`src/rtl/axis_rate_limit_if.sv`:
```
// AXI-Stream bundle used on both sides of the rate limiter.
// master drives payload/valid and samples ready; slave does the reverse.
interface axis_rate_limit_if #(
    parameter int unsigned DATA_WIDTH = 8
);

    logic [DATA_WIDTH-1:0] tdata;
    logic                  tvalid;
    logic                  tready;
    logic                  tlast;
    logic                  tuser;

    modport master (
        output tdata,
        output tvalid,
        output tlast,
        output tuser,
        input  tready
    );

    modport slave (
        input  tdata,
        input  tvalid,
        input  tlast,
        input  tuser,
        output tready
    );

endinterface

```
`src/rtl/axis_rate_limit.sv`:
```
// AXI-Stream rate limiter: a credit accumulator throttles accepted words to an
// average of rate_num/rate_denom words per cycle, either per word or per frame
// start. The output is registered behind a one-entry skid buffer, so
// input_axis.tready never depends combinationally on output_axis.tready.
module axis_rate_limit #(
    parameter int unsigned DATA_WIDTH = 8
) (
    input  logic                     clk,
    input  logic                     rst,

    axis_rate_limit_if.slave         input_axis,
    axis_rate_limit_if.master        output_axis,

    input  logic [7:0]               rate_num,
    input  logic [7:0]               rate_denom,
    input  logic                     rate_by_frame
);

    localparam int unsigned AccWidth  = 24;
    localparam int unsigned WordWidth = DATA_WIDTH + 2;
    localparam logic [AccWidth-1:0] AccMax = '1;

    // Credit accumulator and frame tracking
    logic [AccWidth-1:0]  acc_q;
    logic [AccWidth-1:0]  acc_d;
    logic [AccWidth-1:0]  acc_base;
    logic [AccWidth:0]    acc_sum;
    logic [AccWidth-1:0]  num_ext;
    logic [AccWidth-1:0]  den_ext;
    logic                 in_frame_q;
    logic                 in_frame_d;

    logic                 throttle_off;
    logic                 credit_ok;
    logic                 allow;
    logic                 ready_int;
    logic                 accept;

    // Output register and skid register, each {tlast, tuser, tdata}
    logic [WordWidth-1:0] in_word;
    logic [WordWidth-1:0] out_word_q;
    logic [WordWidth-1:0] out_word_d;
    logic                 out_valid_q;
    logic                 out_valid_d;
    logic [WordWidth-1:0] temp_word_q;
    logic [WordWidth-1:0] temp_word_d;
    logic                 temp_valid_q;
    logic                 temp_valid_d;

    assign num_ext = {{(AccWidth - 8){1'b0}}, rate_num};
    assign den_ext = {{(AccWidth - 8){1'b0}}, rate_denom};
    assign in_word = {input_axis.tlast, input_axis.tuser, input_axis.tdata};

    // Admission decision from registered state and the live rate inputs
    always_comb begin
        throttle_off = (rate_num == 8'd0) || (rate_num >= rate_denom);
        credit_ok    = (acc_q <= num_ext);
        if (throttle_off) begin
            allow = 1'b1;
        end else if (rate_by_frame) begin
            // Once a frame has started it runs to tlast at full rate.
            allow = in_frame_q | credit_ok;
        end else begin
            allow = credit_ok;
        end
        ready_int = ~rst & ~temp_valid_q & allow;
        accept    = input_axis.tvalid & ready_int;
    end

    assign input_axis.tready = ready_int;

    // Accumulator next state: refund rate_num each cycle, charge rate_denom per accept
    always_comb begin
        acc_base = (acc_q > num_ext) ? (acc_q - num_ext) : '0;
        acc_sum  = {1'b0, acc_base} + {1'b0, den_ext};
        if (throttle_off) begin
            acc_d = '0;
        end else if (accept) begin
            // Saturate so a very long frame cannot wrap into a small debt.
            acc_d = acc_sum[AccWidth] ? AccMax : acc_sum[AccWidth-1:0];
        end else begin
            acc_d = acc_base;
        end

        in_frame_d = in_frame_q;
        if (accept) begin
            in_frame_d = ~input_axis.tlast;
        end
    end

    // Output/skid register next state
    always_comb begin
        out_valid_d  = out_valid_q;
        out_word_d   = out_word_q;
        temp_valid_d = temp_valid_q;
        temp_word_d  = temp_word_q;
        if (accept) begin
            // accept implies temp is empty, so the word goes to out unless out is stuck.
            if (!out_valid_q || output_axis.tready) begin
                out_valid_d = 1'b1;
                out_word_d  = in_word;
            end else begin
                temp_valid_d = 1'b1;
                temp_word_d  = in_word;
            end
        end else if (output_axis.tready) begin
            if (temp_valid_q) begin
                out_word_d   = temp_word_q;
                temp_valid_d = 1'b0;
            end else begin
                out_valid_d = 1'b0;
            end
        end
    end

    // State registers with synchronous reset
    always_ff @(posedge clk) begin
        if (rst) begin
            acc_q        <= '0;
            in_frame_q   <= 1'b0;
            out_valid_q  <= 1'b0;
            out_word_q   <= '0;
            temp_valid_q <= 1'b0;
            temp_word_q  <= '0;
        end else begin
            acc_q        <= acc_d;
            in_frame_q   <= in_frame_d;
            out_valid_q  <= out_valid_d;
            out_word_q   <= out_word_d;
            temp_valid_q <= temp_valid_d;
            temp_word_q  <= temp_word_d;
        end
    end

    assign output_axis.tvalid = out_valid_q;
    assign output_axis.tlast  = out_word_q[WordWidth-1];
    assign output_axis.tuser  = out_word_q[WordWidth-2];
    assign output_axis.tdata  = out_word_q[DATA_WIDTH-1:0];

    // The skid slot can only be occupied behind a full output register.
    skid_behind_out: assert property (@(posedge clk) disable iff (rst)
        temp_valid_q |-> out_valid_q);

    // Never take a word while the skid slot is already holding one.
    no_accept_when_full: assert property (@(posedge clk) disable iff (rst)
        temp_valid_q |-> !input_axis.tready);

endmodule

```
`src/flat_wrapper.sv`:
```
// flat-port wrapper written by rule: the top's interface ports become plain ports
module axis_rate_limit_flat 
#(
    parameter int unsigned DATA_WIDTH = 8
)
  (clk, rst, rate_num, rate_denom, rate_by_frame, input_axis_tdata, input_axis_tvalid, input_axis_tlast, input_axis_tuser, input_axis_tready, output_axis_tdata, output_axis_tvalid, output_axis_tlast, output_axis_tuser, output_axis_tready);
  axis_rate_limit_if #(.DATA_WIDTH(DATA_WIDTH)) input_axis_i ();
  axis_rate_limit_if #(.DATA_WIDTH(DATA_WIDTH)) output_axis_i ();
  input  logic clk;
  input  logic rst;
  input  logic [7:0] rate_num;
  input  logic [7:0] rate_denom;
  input  logic rate_by_frame;
  input wire logic [$bits(input_axis_i.tdata)-1:0] input_axis_tdata;
  input wire logic [$bits(input_axis_i.tvalid)-1:0] input_axis_tvalid;
  input wire logic [$bits(input_axis_i.tlast)-1:0] input_axis_tlast;
  input wire logic [$bits(input_axis_i.tuser)-1:0] input_axis_tuser;
  output wire logic [$bits(input_axis_i.tready)-1:0] input_axis_tready;
  output wire logic [$bits(output_axis_i.tdata)-1:0] output_axis_tdata;
  output wire logic [$bits(output_axis_i.tvalid)-1:0] output_axis_tvalid;
  output wire logic [$bits(output_axis_i.tlast)-1:0] output_axis_tlast;
  output wire logic [$bits(output_axis_i.tuser)-1:0] output_axis_tuser;
  input wire logic [$bits(output_axis_i.tready)-1:0] output_axis_tready;
  assign input_axis_i.tdata = input_axis_tdata;
  assign input_axis_i.tvalid = input_axis_tvalid;
  assign input_axis_i.tlast = input_axis_tlast;
  assign input_axis_i.tuser = input_axis_tuser;
  assign input_axis_tready = input_axis_i.tready;
  assign output_axis_tdata = output_axis_i.tdata;
  assign output_axis_tvalid = output_axis_i.tvalid;
  assign output_axis_tlast = output_axis_i.tlast;
  assign output_axis_tuser = output_axis_i.tuser;
  assign output_axis_i.tready = output_axis_tready;
  axis_rate_limit #(.DATA_WIDTH(DATA_WIDTH)) u_core (.clk(clk), .rst(rst), .input_axis(input_axis_i), .output_axis(output_axis_i), .rate_num(rate_num), .rate_denom(rate_denom), .rate_by_frame(rate_by_frame));
endmodule
```
`config.mk`:
```
export PLATFORM = sky130hd
export DESIGN_NAME = axis_rate_limit_flat
export DESIGN_NICKNAME = d
export VERILOG_FILES = /design/src/rtl/axis_rate_limit_if.sv /design/src/rtl/axis_rate_limit.sv /design/src/flat_wrapper.sv
export SDC_FILE = /design/constraint.sdc
export NUM_CORES = 1
export LEC_CHECK = 0
export ABC_CLOCK_PERIOD_IN_PS = 8900
export BUFFER_PORTS_ARGS = -buffer_cell sky130_fd_sc_hd__buf_2
export CAP_MARGIN = 15
export CORE_MARGIN = 2
export CORE_UTILIZATION = 64
export DETAILED_ROUTE_END_ITERATION = 6
export PLACE_DENSITY = 0.86
export REMOVE_ABC_BUFFERS = 1
export SLEW_MARGIN = 10
export SYNTH_ARGS = -nofsm -noshare
export SYNTH_HDL_FRONTEND = slang
export SYNTH_SLANG_ARGS = --single-unit
```
`constraint.sdc`:
```
create_clock -name clk -period 8.9 [get_ports clk]
set_input_delay 1.78 -clock clk [delete_from_list [all_inputs] [get_ports clk]]
set_output_delay 1.78 -clock clk [all_outputs]
set_load 0.02 [all_outputs]
```
# Word-level counts from Yosys, hierarchy flattened

Cells that the tools add are included.

Register bits after elaboration: 47

Add/subtract/negate cells: 2
Magnitude comparators: 3
Equal/unequal tests: 3
Multiplexer cells: 16
Bitwise operators: 8
Reduce and logical (&&, ||, !) cells: 11

Operators with widths:

| kind                 | number |
|---|---|
| $mux W24             | 3 |
| $mux W10             | 4 |
| $add A24 B8 Y25      | 1 |
| $gt A24 B8 Y1        | 1 |
| $le A24 B8 Y1        | 1 |
| $sub A24 B8 Y24      | 1 |
| $mux W1              | 9 |
| $ge A8 B8 Y1         | 1 |
| $logic_not A8 Y1     | 1 |
| $reduce_and A3 Y1    | 2 |
| $ne A2 B2 Y1 const B | 2 |
| $not A1 Y1           | 4 |
| $reduce_and A2 Y1    | 2 |
| $reduce_bool A2 Y1   | 2 |
| $and A1 B1 Y1        | 3 |
| $logic_or A1 B1 Y1   | 2 |
| $ne A2 B1 Y1 const B | 1 |
| $reduce_or A2 Y1     | 1 |
| $logic_not A1 Y1     | 1 |
| $or A1 B1 Y1         | 1 |

# Depth between registers and ports, before layout

Depth in word-level cells: 8
Depth in mapped cells: 22
Depth with buffers taken out: 19

# Least setup slack after synthesis

Ideal clock, no wire load.

Path kind: input port to flip-flop
Start: input port rate_num[0]
End: register u_core.acc_q[12]
Data arrival time: 5.868 ns
Path slack: 2.952 ns
Stages on the path: 20
Cell sequence: ha_1 > inv_1 > fa_1 > a211oi_2 > nor3_4 > o21ai_2 > and2_1 > clkbuf_1 > buf_1 > nor2_1 > ha_1 > fa_1 > a21oi_1 > o21ai_0 > a21oi_1 > o21a_1 > or3_4 > o21ai_0 > a2111o_1 > o211ai_1

Cells in the longest elaborated chain, start to end: 7
Elaborated cells between the ends (all ways): 16
Those cells by class: 2 x add/sub; 3 x order compare; 5 x mux; 3 x bitwise; 3 x reduce/logical

Ends and longest elaborated chain:

| item                                                                    | line                   | source |
|---|---|---|
| start: declaration                                                      | flat_wrapper.sv:11     | `input logic [7:0] rate_num;` |
| parallel branches: the longest is 7 deep, another holds $add A24 B8 Y25 | -                      |  |
| end signal: assignment                                                  | axis_rate_limit.sv:119 | `acc_q <= '0;` |
| end signal: assignment                                                  | axis_rate_limit.sv:126 | `acc_q <= acc_d;` |
| end: declaration                                                        | axis_rate_limit.sv:24  | `logic [AccWidth-1:0] acc_q;` |

Several ways; the timed one is not identified.
A chain may end at the register's enable or synchronous reset.

# Final worst setup path

Same ends and word-level chain as after synthesis.

==> flow_summary.ini <==
[status]
status = completed

[timing]
tns_ns = 0
max_freq_mhz = 158.0
slew_violations = 0
rsz0062_at_grt = false
slew_headroom_pct = 27.90
max_slew.worst_pin.slew_ns = 1.082
post-route-period-util_pct = 71.14
hold_viol_final = 0
fin_crit_ns = 6.331
setup_violations = 0
clock_skew_ns = 0.01086

[min_path]
hold_class = reg -> reg

[setup_path]
crit_path_top_delay_cell = and2_1
crit_path_end_kind = flip-flop
max_stage_delay_ns = 0.65
crit_required_ns = 9.11
cp-start-kind = primary input
cp_max_fo = 19
critPathKind = in -> reg
cp_data_arrival_time_ns = 6.55
path_cells = buf_2 -> ha_1 -> inv_1 -> fa_1 -> a211oi_2 -> nor3_4 -> o21ai_2 -> and2_1 -> nor2_1 -> ha_1 -> a21oi_1 -> o21ai_0 -> a21oi_1 -> o21a_1 -> or3_4 -> nor4_4 -> nand3_2 -> o211ai_1

[global_routing]
grt_pass1_vias = 3179
grt_usage_pct = 29.68
grt_max_degree = 28
grt_pass1_wl_um = 15170
grt-ovfl-total = 0
antenna_found_initial = 0

[floorplanning]
core_um2 = 5816
die_area_um2 = 6543
io_pins = 43
die_h_um = 80.89
start_util_pct = 65.06
dieWidth_um = 80.89
rows = 28

[detailed_routing]
via_per_inst = 6.315
wl_per_cell_um = 16.91
num_vias = 3492
ant_nets = 0
drt_iter0_markers = 175
totalWireLength_um = 9349
drt_pre_antenna_iters = 7
drc_errors = 0

[finish]
nFillCells = 490
area_growth_pct = 8.300
multiInputGateArea_um2 = 2668
diodes = 0
num-nets-final = 535
drive_gt1_share_pct = 20.50
final_area_um2 = 4098
register_area_um2 = 940.9

[synth]
netlist_instances = 445
ys_ff_latch = 47
synthArstFlopShare_pct = 0
synth.largest_area_cell = dfxtp_1
synth_area_leaders = dfxtp_1 25%, ha_1 7.9%, nor2_1 5.1%
synth_commonest_cells = 51 x nor2_1, 47 x dfxtp_1, 40 x nand2_1
yosysMostFrequentCell = nor2_1
synth_top_area_share_pct = 24.87
synthFlopType = dfxtp_1
syn-mean-instance-area_um2 = 8.503
synth-edff-count = 0
netlist_area_um2 = 3784
ys_seq_area_share_pct = 24.87
yosys.cell_types.count = 82
yosys_warnings = 0

[job]
cap_violations = 0

[clock_tree]
cts_resized = 0
cts_tree = done
cts_root_buffer = clkbuf_8
clk_pin_slew_ns = 0.09
clk_path_buf_depth = 2
postCtsSetupBuffers = 0
numCtsBuffers = 5
clock-sinks = 47
cts_htree_levels = 2
postCtsHoldBufs = 0
clk_latency_ns = 0.30

[place]
place_congestion = 0.9267
port_buffers = 42
place_area_um2 = 4006
hpwlAfterDp_um = 7199

[power]
power.leakage_nw = 1.712
power_per_cell_area_nw_per_um2 = 344.3
irDropWorstVdd_mv = 0.1825
power_mw = 1.411
==> per-stage QoR <==
stage	hold WS (ns)	worst slack, ns	util, %	std cells
finish	0.4807	2.569	70.46	553
global route	0.5132	2.077	70.46	553
CTS	0.4851	2.601	70.46	553
detailed placement	0.4718	2.291	68.89	546
global placement	0.4613	2.473	68.89	546
floorplan	0.4530	3.068	-	428
==> registers in the layout, summed over array words and instances (netlist names) <==
signal / flops
u_core.acc_q: 24
u_core.out_word_q: 10
u_core.temp_word_q: 10
u_core.in_frame_q: 1
u_core.output_axis.tvalid: 1
u_core.temp_valid_q: 1
==> cells in the final DEF (no fill, tap or decap), types with 6 or more instances in the layout <==
master / Yosys / layout
a21oi_1: 19 / 19
clkbuf_8: 0 / 6
dfxtp_1: 47 / 47
mux2i_1: 11 / 11
inv_1: 23 / 23
a21oi_2: 8 / 8
o21ai_0: 19 / 19
nor2_1: 51 / 51
o211ai_1: 7 / 7
and3_1: 6 / 6
buf_2: 2 / 42
nor3_1: 13 / 13
a311oi_1: 10 / 10
nand2_1: 40 / 40
a211oi_1: 8 / 8
ha_1: 24 / 24
nor4_1: 9 / 9
xnor2_1: 16 / 16
nand2b_1: 7 / 7
nand3_1: 7 / 7
xor2_1: 6 / 6
==> critical path: cells and delay by family <==
| family | cells | cell delay [ns] |
|---|---|---|
| AOI/OAI and AO/OA | 7 | 1.55 |
| adders and majority gates | 3 | 0.97 |
| buffers and inverters | 2 | 0.15 |
| and+or+nand+nor | 6 | 2.10 |
==> final cells by class <==
type / instances / area share (%)
multi-input cells: 358 / 65.10
flip-flops and latches: 47 / 22.96
repair buffers: 43 / 5.313
well taps: 75 / 2.290
inverters: 23 / 2.107
clock buffers: 6 / 2.015
clock inverters: 1 / 0.2137
==> power by group <==
group          internal [mW]  switching (mW)  total [mW]
Combinational          0.383           0.600       0.983
Sequential             0.252          0.0383       0.290
Clock                 0.0627          0.0755       0.138
==> path summary, 6_finish.rpt <==
path / end / depth (start not counted) / slack [ns] / start
setup reg to reg: u_core.acc_q[12] / 18 / 3.83 / u_core.acc_q[0]
setup / recovery: u_core.acc_q[12] / 18 / 2.57 / rate_num[0]
hold reg to reg: u_core.out_word_q[4] / 2 / 0.48 / u_core.temp_word_q[4]
hold / removal: u_core.out_word_q[4] / 2 / 0.48 / u_core.temp_word_q[4]
==> logic make-up (layout without fill, tap and decap cells) <==
kind of cell	Yosys count	in the layout	share of synthesized area, %
XOR/XNOR	22	22	5.092
multiplexers	12	12	3.208
AND/OR/NAND/NOR	174	174	25.99
buffers and inverters	40	73	4.629
adder cells (fa/ha/maj)	26	26	8.995
flip-flops	47	47	24.87
AO/OA/AOI/OAI	124	124	27.22
==> layer usage <==
metal | GRT usage, % | part of all wire [%]
met1 | 37.53 | 44
met2 | 52.64 | 50
met3 | 3.889 | 4.4
met4 | 8.644 | 2.1
met5 | 0 | 0
No activity file was read; power rests on OpenSTA's default activity.
